**src/rtl/sc_sched_pkg.sv**
```systemverilog
// Shared constants and types for the SC polar decoder sequencing controller.
package sc_sched_pkg;

  // Default code length exponent shared across the decoder (N = 2**SC_LOG_N).
  localparam int SC_LOG_N = 3;

  // Controller states.
  typedef enum logic [1:0] {
    SC_IDLE = 2'd0,
    SC_CALC = 2'd1,
    SC_LEAF = 2'd2,
    SC_DONE = 2'd3
  } sc_state_e;

  // PE array flag encoding: f (min-sum) vs g (sign-combine) function.
  localparam logic PE_F = 1'b1;
  localparam logic PE_G = 1'b0;

endpackage

```
**src/rtl/sc_sched_ctz.sv**
```systemverilog
// Count-trailing-zeros helper: gives the tree stage where the next bit's
// first (g) operation starts.
module sc_sched_ctz #(
  parameter int IN_W  = 4,
  parameter int OUT_W = 3
) (
  input  logic [IN_W-1:0]  value,
  output logic [OUT_W-1:0] count
);

  // Scan from MSB down so the lowest set bit wins; all-zero input yields 0.
  always_comb begin
    count = '0;
    for (int b = IN_W - 1; b >= 0; b--) begin
      if (value[b]) begin
        count = OUT_W'(b);
      end
    end
  end

endmodule

```
**src/rtl/sc_sched.sv**
```systemverilog
// Sequencing controller for the SC polar decoder: walks the SC tree of one
// codeword, issuing one f/g op per cycle and one leaf decision per bit.
module sc_sched
  import sc_sched_pkg::*;
#(
  parameter int LOG_N = SC_LOG_N,
  parameter int IDX_W = LOG_N,
  parameter int STG_W = $clog2(LOG_N) + 1
) (
  input  logic             clk,
  input  logic             rst,
  input  logic             start,
  output logic             op_valid,
  input  logic             op_ready,
  output logic             op_flag,
  output logic [STG_W-1:0] op_stage,
  output logic [IDX_W-1:0] op_idx,
  output logic             leaf_valid,
  output logic [IDX_W-1:0] leaf_idx,
  input  logic             leaf_ack,
  output logic             busy,
  output logic             done
);

  localparam logic [IDX_W-1:0] LAST_IDX  = IDX_W'((1 << LOG_N) - 1);
  localparam logic [STG_W-1:0] TOP_STAGE = STG_W'(LOG_N - 1);

  sc_state_e        state_q, state_d;
  logic [IDX_W-1:0] i_q, i_d;
  logic [STG_W-1:0] stage_q, stage_d;
  logic             flag_q, flag_d;

  // i+1 is formed one bit wider so the ctz input can never wrap.
  logic [IDX_W:0]   i_next_wide;
  logic [STG_W-1:0] next_stage;

  assign i_next_wide = {1'b0, i_q} + (IDX_W + 1)'(1);

  sc_sched_ctz #(
    .IN_W  (IDX_W + 1),
    .OUT_W (STG_W)
  ) u_ctz (
    .value (i_next_wide),
    .count (next_stage)
  );

  // State, bit index, stage and flag registers with immediate abort on reset.
  always_ff @(posedge clk or posedge rst) begin
    if (rst) begin
      state_q <= SC_IDLE;
      i_q     <= '0;
      stage_q <= '0;
      flag_q  <= 1'b0;
    end else begin
      state_q <= state_d;
      i_q     <= i_d;
      stage_q <= stage_d;
      flag_q  <= flag_d;
    end
  end

  // Next-state and output decode; op/leaf fields are zero outside their phase.
  always_comb begin
    state_d    = state_q;
    i_d        = i_q;
    stage_d    = stage_q;
    flag_d     = flag_q;
    op_valid   = 1'b0;
    op_flag    = 1'b0;
    op_stage   = '0;
    op_idx     = '0;
    leaf_valid = 1'b0;
    leaf_idx   = '0;
    busy       = 1'b0;
    done       = 1'b0;
    unique case (state_q)
      SC_IDLE: begin
        if (start) begin
          state_d = SC_CALC;
          i_d     = '0;
          stage_d = TOP_STAGE;
          flag_d  = PE_F;
        end
      end
      SC_CALC: begin
        op_valid = 1'b1;
        op_flag  = flag_q;
        op_stage = stage_q;
        op_idx   = i_q;
        busy     = 1'b1;
        if (op_ready) begin
          if (stage_q != '0) begin
            stage_d = stage_q - STG_W'(1);
            flag_d  = PE_F;
          end else begin
            state_d = SC_LEAF;
          end
        end
      end
      SC_LEAF: begin
        leaf_valid = 1'b1;
        leaf_idx   = i_q;
        busy       = 1'b1;
        if (leaf_ack) begin
          if (i_q == LAST_IDX) begin
            state_d = SC_DONE;
          end else begin
            i_d     = i_next_wide[IDX_W-1:0];
            stage_d = next_stage;
            flag_d  = PE_G;
            state_d = SC_CALC;
          end
        end
      end
      SC_DONE: begin
        done    = 1'b1;
        state_d = SC_IDLE;
      end
      default: begin
        state_d = SC_IDLE;
      end
    endcase
  end

endmodule

```
**config.mk**
```make
export PLATFORM = sky130hd
export DESIGN_NAME = sc_sched
export DESIGN_NICKNAME = d
export VERILOG_FILES = /design/src/rtl/sc_sched_pkg.sv /design/src/rtl/sc_sched_ctz.sv /design/src/rtl/sc_sched.sv
export SDC_FILE = /design/constraint.sdc
export NUM_CORES = 1
export LEC_CHECK = 0
export CAP_MARGIN = 40
export CORE_AREA = 2 2 39 41
export DETAILED_ROUTE_END_ITERATION = 10
export DIE_AREA = 0 0 41 43
export DONT_BUFFER_PORTS = 1
export GPL_ROUTABILITY_DRIVEN = 0
export PLACE_DENSITY = 0.72
export SYNTH_ARGS = -nofsm -noshare
export SYNTH_HDL_FRONTEND = slang
export SYNTH_SLANG_ARGS = --single-unit
export TNS_END_PERCENT = 30
```
**constraint.sdc**
```tcl
create_clock -name clk -period 2.2 [get_ports clk]
set_input_delay 0.44 -clock clk [delete_from_list [all_inputs] [get_ports clk]]
set_output_delay 0.44 -clock clk [all_outputs]
set_load 0.01 [all_outputs]
```
==> flow_metrics.env, run 1 <==
export IMPL_syn_mean_instance_area_um2=9.42
export IMPL_clkPwrFrac_pct=12.1
export IMPL_tightestPinTransition_ns=0.520
export IMPL_pwr_share_comb_pct=62.2
export IMPL_grt_pass1_vias=593
export IMPL_grt_overflow_total=0
export IMPL_cp_required_ns=1.76
export IMPL_ant_nets=0
export IMPL_setup_ws_ns=0.165
export IMPL_synth_nets=94
export IMPL_die_w_um=41
export IMPL_core_region_area_mm2=0.00138
export IMPL_leakagePower_uw=0.000373
export IMPL_p_switching_uw=532
export IMPL_clockBufferDepth=2
export IMPL_finalCriticalPeriod_ns=2.04
export IMPL_cts_tree="done"
export IMPL_synth_cell_types=32
export IMPL_initial_core_util_pct=54.4
export IMPL_area_growth_pct=4.65
export IMPL_fmax_mhz=491
export IMPL_stdcell_count=99
export IMPL_report_final_slew_viol_count=0
export IMPL_grt_antenna_before_repair=0
export IMPL_crit_arrival_ns=1.60
export IMPL_place_ws_ns=0.391
export IMPL_cts_buffers=3
export IMPL_cts_resized=0
export IMPL_track_usage_pct=21.8
export IMPL_crit_path_max_incr_delay_ns=0.48
export IMPL_htree_levels=1
export IMPL_place_inst=95
export IMPL_crit_fanout=10
export IMPL_row_count=14
export IMPL_hold_viol=0
export IMPL_p_sw_share_pct=46.4
export IMPL_slew_headroom_pct=65.4
export IMPL_rsz0062_at_grt="false"
export IMPL_grt_pass1_wl_um=2620
export IMPL_postSynthCellCount=80
export IMPL_cellPowerDensity_mw_per_mm2=1450
export IMPL_dpl_hpwl_um=1150
export IMPL_path_clk_slew_ns=0.07
export IMPL_ff2ff_path_depth=6
export IMPL_grt_max_degree=14
export IMPL_peakVddDrop_mv=0.805
export IMPL_yosysSeqAreaShare_pct=29.9
export IMPL_io_pins=19
export IMPL_via_per_inst=5.82
export IMPL_mostFrequentLayoutCells="inv_1 (9), ha_1 (9), dfrtp_1 (9)"
export IMPL_crit_chain="inv_1, ha_1, and2_2"
export IMPL_die_area_mm2=0.00176
export IMPL_final_setup_tns_ns=0
export IMPL_num_nets_final=98
export IMPL_status="complete, no violations"
export IMPL_portBuffers=0
export IMPL_internal_power_uw=615
export IMPL_start_kind="register"
export IMPL_vias=576
export IMPL_drive_gt1_share_pct=18.1
export IMPL_skew_ns=0.00507
export IMPL_drtIter0Drc=13
export IMPL_clk_latency_ns=0.27
export IMPL_maxCapViolCount=0
export IMPL_wl_per_cell_um=15.4
export IMPL_cp_end_kind="output pin"
export IMPL_hp_class="in -> async"
export IMPL_dr_pass1_iters=5
export IMPL_clock_root_buffer="clkbuf_4"
export IMPL_wirelength_um=1520
export IMPL_ys_seq_elements=9
export IMPL_synth_warnings=0
export IMPL_post_cts_setup_buffers=0
export IMPL_layout_worst_path_cycle_share_pct=92.5
export IMPL_power_frac_seq_pct=25.7
export IMPL_diodes=0
export IMPL_cts_sinks=9
export IMPL_cts_hold_fix_buffers=0
export IMPL_syn_area_um2=753
export IMPL_die_h_um=43
export IMPL_drc=0
export IMPL_finalSetupViolCount=0
export IMPL_critPathKind="reg -> out"
export IMPL_n_fill_cell=136
export IMPL_slowest_stage="ha_1"
worst paths after layout:
check                                  startpoint  slack [ns]                endpoint
hold / removal                                rst        0.02  stage_q[0]$_DFFE_PP0P_
max in group asynchronous                     rst        1.91      i_q[0]$_DFFE_PP0P_
hold reg to reg                flag_q$_DFFE_PP0P_        0.51      flag_q$_DFFE_PP0P_
min in group clk                            start        0.37      i_q[2]$_DFFE_PP0P_
setup / recovery           state_q[0]$_DFFE_PP0P_        0.16             leaf_idx[2]
setup reg to reg               i_q[0]$_DFFE_PP0P_        0.38      flag_q$_DFFE_PP0P_
synthesized netlist by cell type:
master,instances,area [um2]
a21boi_0,1,7.51
a21o_1,1,7.51
a21oi_1,4,20.0
a21oi_2,1,8.76
a221oi_4,1,26.3
a22oi_1,2,15.0
and2_1,7,43.8
and2_2,2,15.0
and2b_4,1,10.0
buf_2,1,5.00
clkbuf_8,1,13.8
dfrtp_1,9,225
ha_1,9,113
inv_1,9,33.8
inv_2,1,3.75
mux2_4,2,30.0
mux2i_1,2,20.0
nand2_1,6,22.5
nand2_2,1,6.26
nand2b_1,2,12.5
nand2b_4,1,13.8
nand3_1,2,10.0
nand3b_1,1,7.51
nand4_1,2,12.5
nand4b_1,1,8.76
nor2_1,1,3.75
nor2b_1,1,6.26
nor3_1,1,5.00
o21ai_0,4,20.0
o22ai_1,1,6.26
o311a_1,1,10.0
o31a_2,1,10.0
metal layers:
layer  track usage, %  wire length, um  vias up
met5                0                0        -
met2             31.6              722       15
met1             30.2              703      278
li1                 -                -      281
met3             4.19               80        2
met4             10.0               15        0
critical path, delay by kind of cell, from the launching register on:
family,cells,cell delay [ns]
adders and majority gates,1,0.48
DFF,1,0.42
and+or+nand+nor,1,0.28
buffers and inverters,1,0.14
state kept, by name (all words and copies together), names as in the netlist:
register	count
i_q	3
stage_q	3
state_q	2
flag_q	1
layout make-up:
type | count | area, um2 | area share, %
multi-input cells | 59 | 472 | 59.8
repair buffers | 1 | 7.51 | 0.952
inverters | 10 | 37.5 | 4.76
flip-flops and latches | 9 | 225 | 28.6
well taps | 16 | 20.0 | 2.54
clock buffers | 4 | 26.3 | 3.33
cell families (layout without fill, tap and decap cells):
family / after synthesis / in the layout / synth area share [%]
multiplexers: 4 / 4 / 6.64
adder cells (fa/ha/maj): 9 / 9 / 15.0
buffers and inverters: 12 / 15 / 7.47
flip-flops: 9 / 9 / 29.9
AND/OR/NAND/NOR: 29 / 29 / 23.6
AO/OA/AOI/OAI: 17 / 17 / 17.4
per-stage QoR:
stage          hold WS (ns)  total power, uW  util, %  instance area, um2
3_5_place_dp          0.323             1010     55.1                 762
3_3_place_gp          0.321              989     55.1                 762
4_1_cts              0.0348             1150     57.0                 788
6_report             0.0189             1150     57.0                 788
2_1_floorplan         0.268              890        -                 753
5_1_grt              0.0463             1260     57.0                 788
power groups by stage:
stage	Combinational [uW]	Clock, uW	Sequential (uW)
2_1_floorplan	611	0	279
3_3_place_gp	697	0	293
3_5_place_dp	715	0	297
4_1_cts	718	137	294
5_1_grt	811	149	303
6_report	714	139	294
No activity file was read; power rests on OpenSTA's default activity.
==> run 2: changes to the inputs <==
CTS_BUF_LIST = sky130_fd_sc_hd__clkbuf_8   (was default)
==> run 2 against run 1 <==
Sequential share of layout area fell by 0.66 points. Core utilization rose by 1.4 points. Fmax grew 1.9%.
==> flow_metrics.env, run 2 (synthesized netlist as in run 1, its figures left out) <==
export IMPL_row_count=14
export IMPL_met2_usage_pct=31.9
export IMPL_crit_reg2reg_launch="state_q[0]$_DFFE_PP0P_"
export IMPL_drive_gt1_share_pct=18.1
export IMPL_htree_levels=1
export IMPL_use_met3_pct=4.19
export IMPL_grt_pass1_wl_um=2580
export IMPL_track_usage_pct=21.6
export IMPL_report_final_slew_viol_count=0
export IMPL_skew_ns=0.000251
export IMPL_reg_largest_list="i_q: 3 flops, stage_q: 3 flops, state_q: 2 flops"
export IMPL_tightestPinTransition_ns=0.531
export IMPL_ff2ff_path_depth=6
export IMPL_grt_antenna_before_repair=0
export IMPL_die_area_mm2=0.00176
export IMPL_rrSetupSlack_ns=0.39
export IMPL_grt_max_degree=14
export IMPL_clock_root_buffer="clkbuf_8"
export IMPL_cts_resized=0
export IMPL_slew_headroom_pct=64.6
export IMPL_num_nets_final=98
export IMPL_worstReg2RegEnd="stage_q[0]$_DFFE_PP0P_"
export IMPL_cts_tree="done"
export IMPL_cp_required_ns=1.76
export IMPL_start_kind="register"
export IMPL_finalCriticalPeriod_ns=2.00
export IMPL_setup_ws_ns=0.204
export IMPL_critPathKind="reg -> out"
export IMPL_met1_usage_pct=29.2
export IMPL_portBuffers=0
export IMPL_grt_overflow_total=0
export IMPL_finalSetupViolCount=0
export IMPL_maxCapViolCount=0
export IMPL_dpl_hpwl_um=1150
export IMPL_cts_buffers=3
export IMPL_place_ws_ns=0.391
export IMPL_die_h_um=43
export IMPL_initial_core_util_pct=54.4
export IMPL_ant_nets=0
export IMPL_cellPowerDensity_mw_per_mm2=1500
export IMPL_final_common_cell="inv_1"
export IMPL_core_region_area_mm2=0.00138
export IMPL_crit_arrival_ns=1.56
export IMPL_leakagePower_uw=0.000385
export IMPL_drc=0
export IMPL_fmax_mhz=501
export IMPL_cts_sinks=9
export IMPL_status="complete, no violations"
export IMPL_rsz0062_at_grt="false"
export IMPL_cts_hold_fix_buffers=0
export IMPL_peakVddDrop_mv=0.727
export IMPL_dr_pass1_iters=4
export IMPL_layout_worst_path_cycle_share_pct=90.7
export IMPL_clk_latency_ns=0.24
export IMPL_wl_per_cell_um=15.6
export IMPL_hold_viol=0
export IMPL_diodes=0
export IMPL_path_clk_slew_ns=0.05
export IMPL_vias=575
export IMPL_via_per_inst=5.81
export IMPL_clockBufferDepth=2
export IMPL_io_pins=19
export IMPL_cp_end_kind="output pin"
export IMPL_wirelength_um=1540
export IMPL_crit_fanout=10
export IMPL_grt_pass1_vias=585
export IMPL_area_growth_pct=7.14
export IMPL_die_w_um=41
export IMPL_final_setup_tns_ns=0
export IMPL_mostFrequentLayoutCells="inv_1 (10), ha_1 (9), dfrtp_1 (9)"
export IMPL_post_cts_setup_buffers=0
export IMPL_hp_class="in -> async"
export IMPL_drtIter0Drc=17
export IMPL_top_usage_layer="met2"
==> run 2: layout make-up <==
cell class                      instances  area, um2
Timing Repair Buffer                    1       7.51
Clock buffer                            3       41.3
Tap cell                               16       20.0
Sequential cell                         9        225
Multi-Input combinational cell         59        472
Fill cell                             134        577
Inverter                               10       37.5
Clock inverter                          1       3.75
==> run 2: where the power goes <==
part	total, uW	switching [uW]	internal (uW)
Combinational	717	408	310
Sequential	297	61.3	236
Clock	197	75.0	122
Total	1210	544	668
==> run 2: worst max-delay path, cell delays in order, from the launching register on <==
cell and delay (ns):
dfrtp_1 0.42, inv_1 0.14, ha_1 0.48, and2_2 0.28
==> run 2: per-stage QoR <==
step	util, %	hold WS [ns]	instances	cell area (um2)	total power [uW]
after floorplan	-	0.268	80	753	890
final	58.3	0.0632	99	807	1210
after CTS	58.3	0.0717	99	807	1210
after global placement	55.1	0.321	95	762	989
after global routing	58.3	0.0919	99	807	1320
after detailed placement	55.1	0.323	95	762	1010
==> run 2: worst max-delay path by stage <==
stage	startpoint	end	slack, ns	cells after the start
3_5_place_dp	state_q[0]$_DFFE_PP0P_	stage_q[0]$_DFFE_PP0P_	0.39	6
5_1_grt	state_q[1]$_DFFE_PP0P_	op_stage[2]	0.09	3
6_report	state_q[0]$_DFFE_PP0P_	leaf_idx[2]	0.20	3
3_3_place_gp	state_q[0]$_DFFE_PP0P_	stage_q[0]$_DFFE_PP0P_	0.43	6
2_1_floorplan	i_q[0]$_DFFE_PP0P_	flag_q$_DFFE_PP0P_	0.55	6
4_1_cts	state_q[1]$_DFFE_PP0P_	op_idx[2]	0.19	3
==> run 2: layer usage <==
metal  vias to the layer above  wire, um
met5                         -         0
met4                         0        21
met3                         2        80
met2                        15       698
met1                       278       745
li1                        280         -
